## config.mk

```make
export PLATFORM = sky130hd
export DESIGN_NAME = gemm_tile_scheduler
export DESIGN_NICKNAME = d
export VERILOG_FILES = /design/src/rtl/gemm_tile_scheduler_pkg.sv /design/src/rtl/gemm_tile_scheduler_size.sv /design/src/rtl/gemm_tile_scheduler.sv
export SDC_FILE = /design/constraint.sdc
export NUM_CORES = 2
export LEC_CHECK = 0
export CORE_AREA = 2 2 284 286
export DETAILED_ROUTE_END_ITERATION = 8
export DIE_AREA = 0 0 286 288
export GPL_TIMING_DRIVEN = 0
export PLACE_DENSITY = 0.79
export SETUP_SLACK_MARGIN = 0.02
export SYNTH_ARGS = -nofsm -noshare
export SYNTH_HDL_FRONTEND = slang
export SYNTH_SLANG_ARGS = --single-unit
export TNS_END_PERCENT = 20
```

## constraint.sdc

```tcl
create_clock -name clk -period 13.8 [get_ports clk]
set_input_delay 2.76 -clock clk [delete_from_list [all_inputs] [get_ports clk]]
set_output_delay 2.76 -clock clk [all_outputs]
set_load 0.005 [all_outputs]
```

## src/rtl/gemm_tile_scheduler_pkg.sv

```systemverilog
// Shared definitions for the GEMM tile scheduler: array geometry, register map, FSM states.
package gemm_tile_scheduler_pkg;

  localparam int SUPER_SYS_ROWS = 8;
  localparam int SUPER_SYS_COLS = 8;

  localparam logic [31:0] OFF_TILE_A   = 32'd0;
  localparam logic [31:0] OFF_TILE_B   = 32'd4;
  localparam logic [31:0] OFF_TILE_C   = 32'd8;
  localparam logic [31:0] OFF_A_STRIDE = 32'd12;
  localparam logic [31:0] OFF_B_STRIDE = 32'd16;
  localparam logic [31:0] OFF_CTRL     = 32'd20;
  localparam logic [31:0] OFF_DIM      = 32'd24;

  typedef enum logic [3:0] {
    ST_IDLE,
    ST_CALC,
    ST_WR_ASTR,
    ST_WR_BSTR,
    ST_WR_A,
    ST_WR_B,
    ST_WR_C,
    ST_WR_CTRL,
    ST_WR_DIM,
    ST_POLL_FULL,
    ST_ADV,
    ST_POLL_DONE,
    ST_FINISH
  } state_e;

  // DIM register layout: msize in [4:0], ksize in [9:5], nsize in [14:10].
  function automatic logic [31:0] pack_dim(input logic [4:0] msize,
                                           input logic [4:0] ksize,
                                           input logic [4:0] nsize);
    return {17'd0, nsize, ksize, msize};
  endfunction

endpackage

```

## src/rtl/gemm_tile_scheduler_size.sv

```systemverilog
// Edge-tile clamp: size = min(BLK, dim - idx), wrap when the next step reaches or passes dim.
module tile_size_calc #(
  parameter int DIM_W = 16,
  parameter int BLK   = 8
) (
  input  logic [DIM_W-1:0] dim,
  input  logic [DIM_W-1:0] idx,
  output logic [4:0]       size,
  output logic             wrap
);

  localparam logic [DIM_W:0] BLK_X = (DIM_W + 1)'(BLK);

  logic [DIM_W:0] remain;
  logic [DIM_W:0] idx_next;

  // One extra bit so idx + BLK cannot alias back below dim.
  always_comb begin
    remain   = {1'b0, dim} - {1'b0, idx};
    idx_next = {1'b0, idx} + BLK_X;
    wrap     = (idx_next >= {1'b0, dim});
    size     = (remain > BLK_X) ? 5'(BLK) : remain[4:0];
  end

endmodule

```

## src/rtl/gemm_tile_scheduler.sv

```systemverilog
// Walks the n->m->k tile nest of C = A*B, programming each tile into the GEMM register block
// over the system bus and polling its queue-full / done flags; bus outputs are registered.
module gemm_tile_scheduler
  import gemm_tile_scheduler_pkg::*;
#(
  parameter logic [31:0] BASE_ADDR = 32'h9000_0000,
  parameter int          BLKN      = SUPER_SYS_ROWS,
  parameter int          BLKK      = SUPER_SYS_COLS,
  parameter int          BLKM      = 16,
  parameter int          DIM_W     = 16
) (
  input  logic             clk,
  input  logic             rst,
  input  logic             start,
  input  logic [DIM_W-1:0] cfg_m,
  input  logic [DIM_W-1:0] cfg_k,
  input  logic [DIM_W-1:0] cfg_n,
  input  logic [31:0]      cfg_a_base,
  input  logic [31:0]      cfg_b_base,
  input  logic [31:0]      cfg_c_base,
  output logic             busy,
  output logic             done,
  output logic [15:0]      tile_count,
  output logic             bus_en,
  output logic             bus_rdwr,
  output logic [31:0]      bus_addr,
  output logic [31:0]      bus_wr_data,
  input  logic [31:0]      bus_rd_data
);

  state_e           state_q, state_d;
  logic [DIM_W-1:0] m_dim_q, m_dim_d, k_dim_q, k_dim_d, n_dim_q, n_dim_d;
  logic [31:0]      a_base_q, a_base_d, b_base_q, b_base_d, c_base_q, c_base_d;
  logic [DIM_W-1:0] m_q, m_d, k_q, k_d, n_q, n_d;
  logic [31:0]      tile_a_q, tile_a_d, tile_b_q, tile_b_d, tile_c_q, tile_c_d;
  logic [1:0]       ctrl_q, ctrl_d;
  logic [31:0]      dim_q, dim_d;
  logic [15:0]      tile_count_q, tile_count_d;
  logic             busy_q, busy_d, done_q, done_d;
  logic             bus_en_q, bus_en_d, bus_rdwr_q, bus_rdwr_d;
  logic [31:0]      bus_addr_q, bus_addr_d, bus_wr_data_q, bus_wr_data_d;

  logic [4:0] nsize, msize, ksize;
  logic       n_wrap, m_wrap, k_wrap;

  tile_size_calc #(.DIM_W(DIM_W), .BLK(BLKN)) u_n_size (
    .dim(n_dim_q), .idx(n_q), .size(nsize), .wrap(n_wrap)
  );
  tile_size_calc #(.DIM_W(DIM_W), .BLK(BLKM)) u_m_size (
    .dim(m_dim_q), .idx(m_q), .size(msize), .wrap(m_wrap)
  );
  tile_size_calc #(.DIM_W(DIM_W), .BLK(BLKK)) u_k_size (
    .dim(k_dim_q), .idx(k_q), .size(ksize), .wrap(k_wrap)
  );

  always_comb begin
    state_d      = state_q;
    m_dim_d      = m_dim_q;
    k_dim_d      = k_dim_q;
    n_dim_d      = n_dim_q;
    a_base_d     = a_base_q;
    b_base_d     = b_base_q;
    c_base_d     = c_base_q;
    m_d          = m_q;
    k_d          = k_q;
    n_d          = n_q;
    tile_a_d     = tile_a_q;
    tile_b_d     = tile_b_q;
    tile_c_d     = tile_c_q;
    ctrl_d       = ctrl_q;
    dim_d        = dim_q;
    tile_count_d = tile_count_q;

    case (state_q)
      ST_IDLE: begin
        if (start) begin
          m_dim_d      = cfg_m;
          k_dim_d      = cfg_k;
          n_dim_d      = cfg_n;
          a_base_d     = cfg_a_base;
          b_base_d     = cfg_b_base;
          c_base_d     = cfg_c_base;
          m_d          = '0;
          k_d          = '0;
          n_d          = '0;
          tile_count_d = '0;
          if ((cfg_m == '0) || (cfg_k == '0) || (cfg_n == '0)) state_d = ST_FINISH;
          else                                                 state_d = ST_CALC;
        end
      end
      ST_CALC: begin
        tile_a_d = a_base_q + 32'(k_q) + 32'(m_q) * 32'(k_dim_q);
        // B is addressed at the last K row of the tile.
        tile_b_d = b_base_q + 32'(n_q) + (32'(k_q) + 32'(ksize) - 32'd1) * 32'(n_dim_q);
        tile_c_d = c_base_q + 32'(n_q) + 32'(m_q) * 32'(n_dim_q);
        ctrl_d   = {(k_q == '0), k_wrap};
        dim_d    = pack_dim(msize, ksize, nsize);
        state_d  = ST_WR_ASTR;
      end
      ST_WR_ASTR: state_d = ST_WR_BSTR;
      ST_WR_BSTR: state_d = ST_WR_A;
      ST_WR_A:    state_d = ST_WR_B;
      ST_WR_B:    state_d = ST_WR_C;
      ST_WR_C:    state_d = ST_WR_CTRL;
      ST_WR_CTRL: state_d = ST_WR_DIM;
      ST_WR_DIM: begin
        tile_count_d = tile_count_q + 16'd1;
        state_d      = ST_POLL_FULL;
      end
      ST_POLL_FULL: begin
        if (bus_rd_data != 32'd1) state_d = ST_ADV;
      end
      ST_ADV: begin
        if (k_wrap) begin
          k_d = '0;
          if (m_wrap) begin
            state_d = ST_POLL_DONE;
          end else begin
            m_d     = m_q + DIM_W'(BLKM);
            state_d = ST_CALC;
          end
        end else begin
          k_d     = k_q + DIM_W'(BLKK);
          state_d = ST_CALC;
        end
      end
      ST_POLL_DONE: begin
        if (bus_rd_data == 32'd1) begin
          if (n_wrap) begin
            state_d = ST_FINISH;
          end else begin
            n_d     = n_q + DIM_W'(BLKN);
            m_d     = '0;
            state_d = ST_CALC;
          end
        end
      end
      ST_FINISH: state_d = ST_IDLE;
      default:   state_d = ST_IDLE;
    endcase

    // Outputs are registered from the next state so they line up with the state they describe.
    busy_d        = (state_d != ST_IDLE);
    done_d        = (state_d == ST_FINISH);
    bus_en_d      = 1'b1;
    bus_rdwr_d    = 1'b1;
    bus_addr_d    = '0;
    bus_wr_data_d = '0;
    case (state_d)
      ST_WR_ASTR: begin bus_addr_d = BASE_ADDR + OFF_A_STRIDE; bus_wr_data_d = 32'(k_dim_q); end
      ST_WR_BSTR: begin bus_addr_d = BASE_ADDR + OFF_B_STRIDE; bus_wr_data_d = 32'(n_dim_q); end
      ST_WR_A:    begin bus_addr_d = BASE_ADDR + OFF_TILE_A;   bus_wr_data_d = tile_a_q;       end
      ST_WR_B:    begin bus_addr_d = BASE_ADDR + OFF_TILE_B;   bus_wr_data_d = tile_b_q;       end
      ST_WR_C:    begin bus_addr_d = BASE_ADDR + OFF_TILE_C;   bus_wr_data_d = tile_c_q;       end
      ST_WR_CTRL: begin bus_addr_d = BASE_ADDR + OFF_CTRL;     bus_wr_data_d = 32'(ctrl_q);    end
      ST_WR_DIM:  begin bus_addr_d = BASE_ADDR + OFF_DIM;      bus_wr_data_d = dim_q;          end
      ST_POLL_FULL: begin bus_rdwr_d = 1'b0; bus_addr_d = BASE_ADDR + OFF_TILE_A; end
      ST_POLL_DONE: begin bus_rdwr_d = 1'b0; bus_addr_d = BASE_ADDR + OFF_DIM;    end
      default: begin
        bus_en_d   = 1'b0;
        bus_rdwr_d = 1'b0;
      end
    endcase
  end

  always_ff @(posedge clk or negedge rst) begin
    if (!rst) begin
      state_q       <= ST_IDLE;
      m_dim_q       <= '0;
      k_dim_q       <= '0;
      n_dim_q       <= '0;
      a_base_q      <= '0;
      b_base_q      <= '0;
      c_base_q      <= '0;
      m_q           <= '0;
      k_q           <= '0;
      n_q           <= '0;
      tile_a_q      <= '0;
      tile_b_q      <= '0;
      tile_c_q      <= '0;
      ctrl_q        <= '0;
      dim_q         <= '0;
      tile_count_q  <= '0;
      busy_q        <= 1'b0;
      done_q        <= 1'b0;
      bus_en_q      <= 1'b0;
      bus_rdwr_q    <= 1'b0;
      bus_addr_q    <= '0;
      bus_wr_data_q <= '0;
    end else begin
      state_q       <= state_d;
      m_dim_q       <= m_dim_d;
      k_dim_q       <= k_dim_d;
      n_dim_q       <= n_dim_d;
      a_base_q      <= a_base_d;
      b_base_q      <= b_base_d;
      c_base_q      <= c_base_d;
      m_q           <= m_d;
      k_q           <= k_d;
      n_q           <= n_d;
      tile_a_q      <= tile_a_d;
      tile_b_q      <= tile_b_d;
      tile_c_q      <= tile_c_d;
      ctrl_q        <= ctrl_d;
      dim_q         <= dim_d;
      tile_count_q  <= tile_count_d;
      busy_q        <= busy_d;
      done_q        <= done_d;
      bus_en_q      <= bus_en_d;
      bus_rdwr_q    <= bus_rdwr_d;
      bus_addr_q    <= bus_addr_d;
      bus_wr_data_q <= bus_wr_data_d;
    end
  end

  assign busy        = busy_q;
  assign done        = done_q;
  assign tile_count  = tile_count_q;
  assign bus_en      = bus_en_q;
  assign bus_rdwr    = bus_rdwr_q;
  assign bus_addr    = bus_addr_q;
  assign bus_wr_data = bus_wr_data_q;

endmodule

```

Word level (Yosys, flattened, before mapping)
Cells that the tools add are included.
{ "word_totals": {"ff_bits": 393, "latch_bits": 0, "mem_bits_rw": 0, "romBits": 0, "inputBits": 179, "out_inout_bits": 84, "word_cells": 125, "n_memories": 0} }
{ "classes": {"n_addsub": 18, "multipliers": 3, "div_mod_pow": 0, "n_lt_le_gt_ge": 6, "eq_ne": 28, "n_shift": 0, "mux": 27, "bitwise": 0, "reduce_logical": 21} }
{ "ops": {"columns": ["cell", "count"], "rows": [
  ["32-bit one-hot mux with 7 select lines", 2],
  ["16-bit two-way mux", 8],
  ["32-bit by 16-bit adder with 32-bit output", 3],
  ["32-bit adder", 3],
  ["16-bit one-hot mux with 2 select lines", 3],
  ["16-bit logical NOT", 4],
  ["16-bit by 16-bit multiplier with 32-bit output", 2],
  ["17-bit by 16-bit >= comparator with 1-bit output", 3],
  ["16-bit by 16-bit subtractor with 17-bit output", 3],
  ["16-bit one-hot mux with 3 select lines", 1],
  ["4-bit one-hot mux with 12 select lines", 1],
  ["16-bit by 4-bit adder with 17-bit output (second input constant)", 2],
  ["17-bit by 4-bit > comparator with 1-bit output (second input constant)", 2],
  ["16-bit by 4-bit adder with 16-bit output (second input constant)", 2],
  ["32-bit by 1-bit == test with 1-bit output (second input constant)", 1],
  ["4-bit by 3-bit == test with 1-bit output (second input constant)", 8],
  ["4-bit == test (second input constant)", 8],
  ["18-bit by 17-bit multiplier with 32-bit output", 1],
  ["32-bit by 1-bit != test with 1-bit output (second input constant)", 1],
  ["4-bit two-way mux", 7],
  ["17-bit by 1-bit subtractor with 18-bit output (second input constant)", 1],
  ["16-bit by 5-bit adder with 17-bit output", 1],
  ["16-bit by 5-bit adder with 17-bit output (second input constant)", 1],
  ["17-bit by 5-bit > comparator with 1-bit output (second input constant)", 1],
  ["18 further kinds", 34]
]} }

Logic depth before layout (Yosys ltp)
{ "logic_depth": {"ltp_word": 9, "ltp_mapped": 51, "depth_no_buf": 48} }

Modules after synthesis
Synthesis repeated with hierarchy kept, for this count alone.
{ "hier_totals": {"cells_unflattened": 5628, "area_unflattened_um2": 49520.0} }
{ "by_module_without_submodules": {"columns": ["module", "n_inst", "cells_each", "area_each_um2"], "rows": [
  ["gemm_tile_scheduler", 1, 4929, 44515.2],
  ["tile_size_calc (u_k_size)", 1, 241, 1717.9],
  ["tile_size_calc (u_m_size)", 1, 239, 1684.1],
  ["tile_size_calc (u_n_size)", 1, 219, 1602.8]
]} }

Worst setup path after synthesis
Ideal clock, no wire load.
{ "synth_timing": {"kind": "register -> register", "startpoint": "register k_dim_q[3]", "endpoint": "register tile_b_q[31]", "setup_time_ns": 0.130, "t_arrival_ns": 9.980, "required_time_ns": 13.670, "slack_ns": 3.690, "path_stages_with_launch": 49, "n_path_buf": 3, "period_less_slack_ns": 10.110, "path_cell_list": "dfrtp_1 > clkbuf_1 > inv_1 > ha_1 > buf_2 > o21bai_1 > a21o_1 > a21oi_2 > o21ai_1 > o31a_1 > a211o_1 > a211oi_2 > nand2b_1 > nor2_1 > ha_1 > inv_1 > ha_1 > inv_1 > (+13 left out) > fa_1 > inv_1 > fa_1 > fa_1 > inv_1 > fa_1 > inv_1 > ha_1 > a21oi_1 > o211ai_1 > or3_1 > o21ba_2 > a211o_1 > o211ai_2 > a21oi_2 > xnor2_2 > xnor2_1 > o21ai_1"} }
{ "synth_between": {"elab_chain_len": 7} }
{ "synth_rtl": {"columns": ["item", "line_no", "rtl"], "rows": [
  ["start, declared", "gemm_tile_scheduler.sv:32", "logic [DIM_W-1:0] m_dim_q, m_dim_d, k_dim_q, k_dim_d, n_dim_q, n_dim_d;"],
  ["start signal, assigned", "gemm_tile_scheduler.sv:193", "k_dim_q <= k_dim_d;"],
  ["16-bit by 16-bit subtractor with 17-bit output *", "gemm_tile_scheduler_size.sv:19", "remain = {1'b0, dim} - {1'b0, idx};"],
  ["17-bit by 4-bit > comparator with 1-bit output", "gemm_tile_scheduler_size.sv:22", "size = (remain > BLK_X) ? 5'(BLK) : remain[4:0];"],
  ["5-bit two-way mux *", "gemm_tile_scheduler_size.sv:22", null],
  ["16-bit by 5-bit adder with 17-bit output *", "gemm_tile_scheduler.sv:94", "tile_b_d = b_base_q + 32'(n_q) + (32'(k_q) + 32'(ksize) - 32'd1) * 32'(n_dim_q);"],
  ["17-bit by 1-bit subtractor with 18-bit output *", "gemm_tile_scheduler.sv:94", null],
  ["18-bit by 17-bit multiplier with 32-bit output *", "gemm_tile_scheduler.sv:94", null],
  ["32-bit adder *", "gemm_tile_scheduler.sv:94", null],
  ["end signal, assigned", "gemm_tile_scheduler.sv:202", "tile_b_q <= tile_b_d;"],
  ["end, declared", "gemm_tile_scheduler.sv:35", "logic [31:0] tile_a_q, tile_a_d, tile_b_q, tile_b_d, tile_c_q, tile_c_d;"]
]} }
Mark *: on every way between the ends. The rest lies on a longest branch, timed or not.
A chain may end at the register's enable or synchronous reset.

Worst setup path after layout
Ends and elaborated chain as after synthesis.

==> impl_results.md <==
- Status: complete, but fails checks
- Failing checks: max-capacitance violations, max-slew violations
- Die ar.: 82370 um^2
- Synth Area in Compound Gates: 9.761%
- Die W: 286 um
- Critical path required time: 14260 ps
- Hold Crit Class: flop to flop
- CTS Hold Bufs: 0
- Fin cells: 6802
- Clock Skews: 40.53 ps
- Drt first pass iters: 6
- Core area: 79640 um^2
- Vias in the first global route: 40440
- CP peak stage delay: 980 ps
- Top FF cell, synth: dfrtp_1
- Post-synthesis mux area share: 0.5629%
- Yosys top cell area share: 31.74%
- TritonCTS clock tree: done
- Initial DRC Count: 4018
- Synth area leader: fa_1
- Slew HR: -4.313%
- Setup TNS: 0 ps
- CP startpoint kind: flop
- Synthesis Warnings: 0
- MaxCap Viol Count: 3
- CTS root buf: clkbuf_16
- GRT Resource Usage Total: 42.78%
- Final min period: 13140 ps
- Most used standard cell by instance count after synthesis: inv_1
- Ys async rst share: 100.0%
- Top cells by count, synth: 1115 x inv_1, 842 x nand2_1, 747 x fa_1
- Post-synthesis xor/xnor area fraction: 3.046%
- DP Cell Count: 6714
- Clock tree buffer depth: 3
- Largest family of logic cells by synthesized area: adder cells
- Final ANT Viol Nets: 0
- EDFF count, synth: 0
- Routed len/inst: 25.36 um
- Worst setup EP type: flop
- Syn Std Cell Area: 47120 um^2
- Std-Cell Rows: 104
- Simple-gate share of the synthesized area: 14.33%
- Crit-path most repeated cell: fa_1
- Slowest cell on crit path: xor2_1
- Number of fill cells in the layout: 6712
- Worst slew pin tran: 1565 ps
- Netlist cell types: 87
- Share of cells above drive strength 1: 3.243%
- Post-CTS sizing: 1
- Post-CTS Setup Bufs: 0
- Initial antenna violation count: 10
- CP max FO: 9
- Ports: 263
- DP Wirelength: 140400 um
- WP data arrival: 13610 ps
- WS Path Type: flop to flop
- Fin. max-slew vios: 11
- Post-Synthesis Cells: 5307
- Port Buf Inserts: 235
- Overflow after GRT: 0
- Clk Latency, worst-skew pair: 630 ps
- Synthesized flop and latch total: 355
- Post-Place Cell Area: 51320 um^2
- Vias: 39943
- Final setup viols: 0
- Depth of the CTS H-tree: 2
- Fmax: 0.07608 GHz
- Largest net degree at the start of global routing: 114
- Setup ws final: 656.2 ps
- Hold Violations, Final: 0
- Clock Sinks: 355
- Height of the die: 288 um
- GP Congestion: 1.038
- Final nets: 7020
- Starting Density: 59.17%
- RSZ-0062 raised after global routing: no
- Dominant cells by area after synthesis: fa_1 32%, dfrtp_1 19%, ha_1 10%
- Syn Area/Cell: 8.879 um^2
- Place WS: 19.51 ps
- CTS clk-pin slew, worst paths: 60 ps
- TritonCTS Buffers: 44
- Tcrit/Tclk final: 95.24%
- Drt drc: 0
- Final WL: 172500 um
- Vias per cell: 5.872
- Area Growth Syn to Fin: 12.30%
- Register area share after synthesis: 18.85%
- First-pass GRT wire length: 254800 um
- Post-synthesis adder-cell area fraction: 42.25%
- Finished Cell Area: 52920 um^2
==> layer usage <==
| layer | track usage, % | vias to the layer above | wire (um) |
|---|---|---|---|
| met1 | 53.00 | 19855 | 61220 |
| li1 | - | 17058 | - |
| met3 | 10.84 | 670 | 20160 |
| met5 | 0 | - | 42 |
| met2 | 65.71 | 2354 | 75530 |
| met4 | 30.42 | 6 | 15560 |
==> state kept, by name, indices dropped and copies added (netlist names), 2 cells and up <==
name and count:
n_q 13, m_dim_q 16, tile_b_q 32, ctrl_q 2, b_base_q 32, m_q 12, tile_c_q 32, k_dim_q 16
a_base_q 32, k_q 13, n_dim_q 16, tile_a_q 32, state_q 4, c_base_q 32, bus_wr_data 32, tile_count 16
dim_q 15, bus_addr 4
==> worst paths after layout <==
kind	startpoint	end	slack, ps	depth (start not counted)
min	a_base_q[0]$_DFFE_PN0P_	tile_a_q[0]$_DFFE_PN0P_	470	2
max reg2reg	k_dim_q[3]$_DFFE_PN0P_	tile_b_q[31]$_DFFE_PN0P_	660	43
max in group asynchronous	rst	b_base_q[30]$_DFFE_PN0P_	10740	2
min reg2reg	a_base_q[0]$_DFFE_PN0P_	tile_a_q[0]$_DFFE_PN0P_	470	2
min in group asynchronous	rst	a_base_q[2]$_DFFE_PN0P_	2050	1
max	k_dim_q[3]$_DFFE_PN0P_	tile_b_q[31]$_DFFE_PN0P_	660	43
==> worst max-delay path, delay by kind of cell (launching register included) <==
| family | cells | cell delay [ps] |
|---|---|---|
| xor+xnor | 3 | 1570 |
| buf+inv | 8 | 1250 |
| flops | 1 | 390 |
| simple gates | 4 | 1230 |
| compound gates | 18 | 4270 |
| fa+ha+maj | 10 | 4220 |
==> metrics by stage <==
stage               utilization [%]  hold slack (ps)
CTS                           66.31            475.5
detailed placement            64.45            460.2
floorplan                         -            438.6
finish                        66.45            473.0
global placement              64.29            453.6
global route                  66.43            498.6
==> placed cells by master (no fill, tap or decap), types with 23 or more instances in the layout <==
cell type | Yosys | routed
inv_1 | 1115 | 1115
nand2_1 | 842 | 842
fa_1 | 747 | 747
ha_1 | 395 | 395
dfrtp_1 | 355 | 355
nor2_1 | 271 | 271
o21ai_0 | 237 | 237
clkdlybuf4s50_1 | 0 | 234
clkbuf_1 | 184 | 189
and2_1 | 130 | 130
conb_1 | 2 | 109
a21oi_1 | 108 | 107
xnor2_1 | 100 | 94
nand3_1 | 91 | 91
a21o_1 | 60 | 60
xor2_1 | 62 | 58
nor3_1 | 52 | 50
a22oi_1 | 45 | 45
clkbuf_16 | 0 | 44
nand2b_1 | 36 | 36
buf_4 | 28 | 28
nor4_1 | 25 | 25
o21bai_1 | 23 | 23
==> cells by family (layout without fill, tap and decap cells) <==
kind of cell    Yosys count  after routing
fa+ha+maj              1143           1143
flops                   355            355
compound gates          704            704
xor+xnor                163            163
mux                      26             26
other cells               2            116
simple gates           1543           1543
buf+inv                1371           1692
==> final cells by class <==
type	count	area [um^2]	area share, %
Clock inverter	25	261.5	0.4942
Sequential cell	355	8884	16.79
Inverter	1128	4234	8.001
Buffer	242	1036	1.958
Clock buffer	57	1210	2.286
Timing Repair Buffer	240	2462	4.653
Antenna cell	7	17.52	0.03310
Tap cell	1060	1326	2.506
Multi-Input combinational cell	3688	33490	63.28
Power is left out: the tool's default activity adds up to more than one toggle a clock period on the data nets, which glitch-free logic cannot reach.
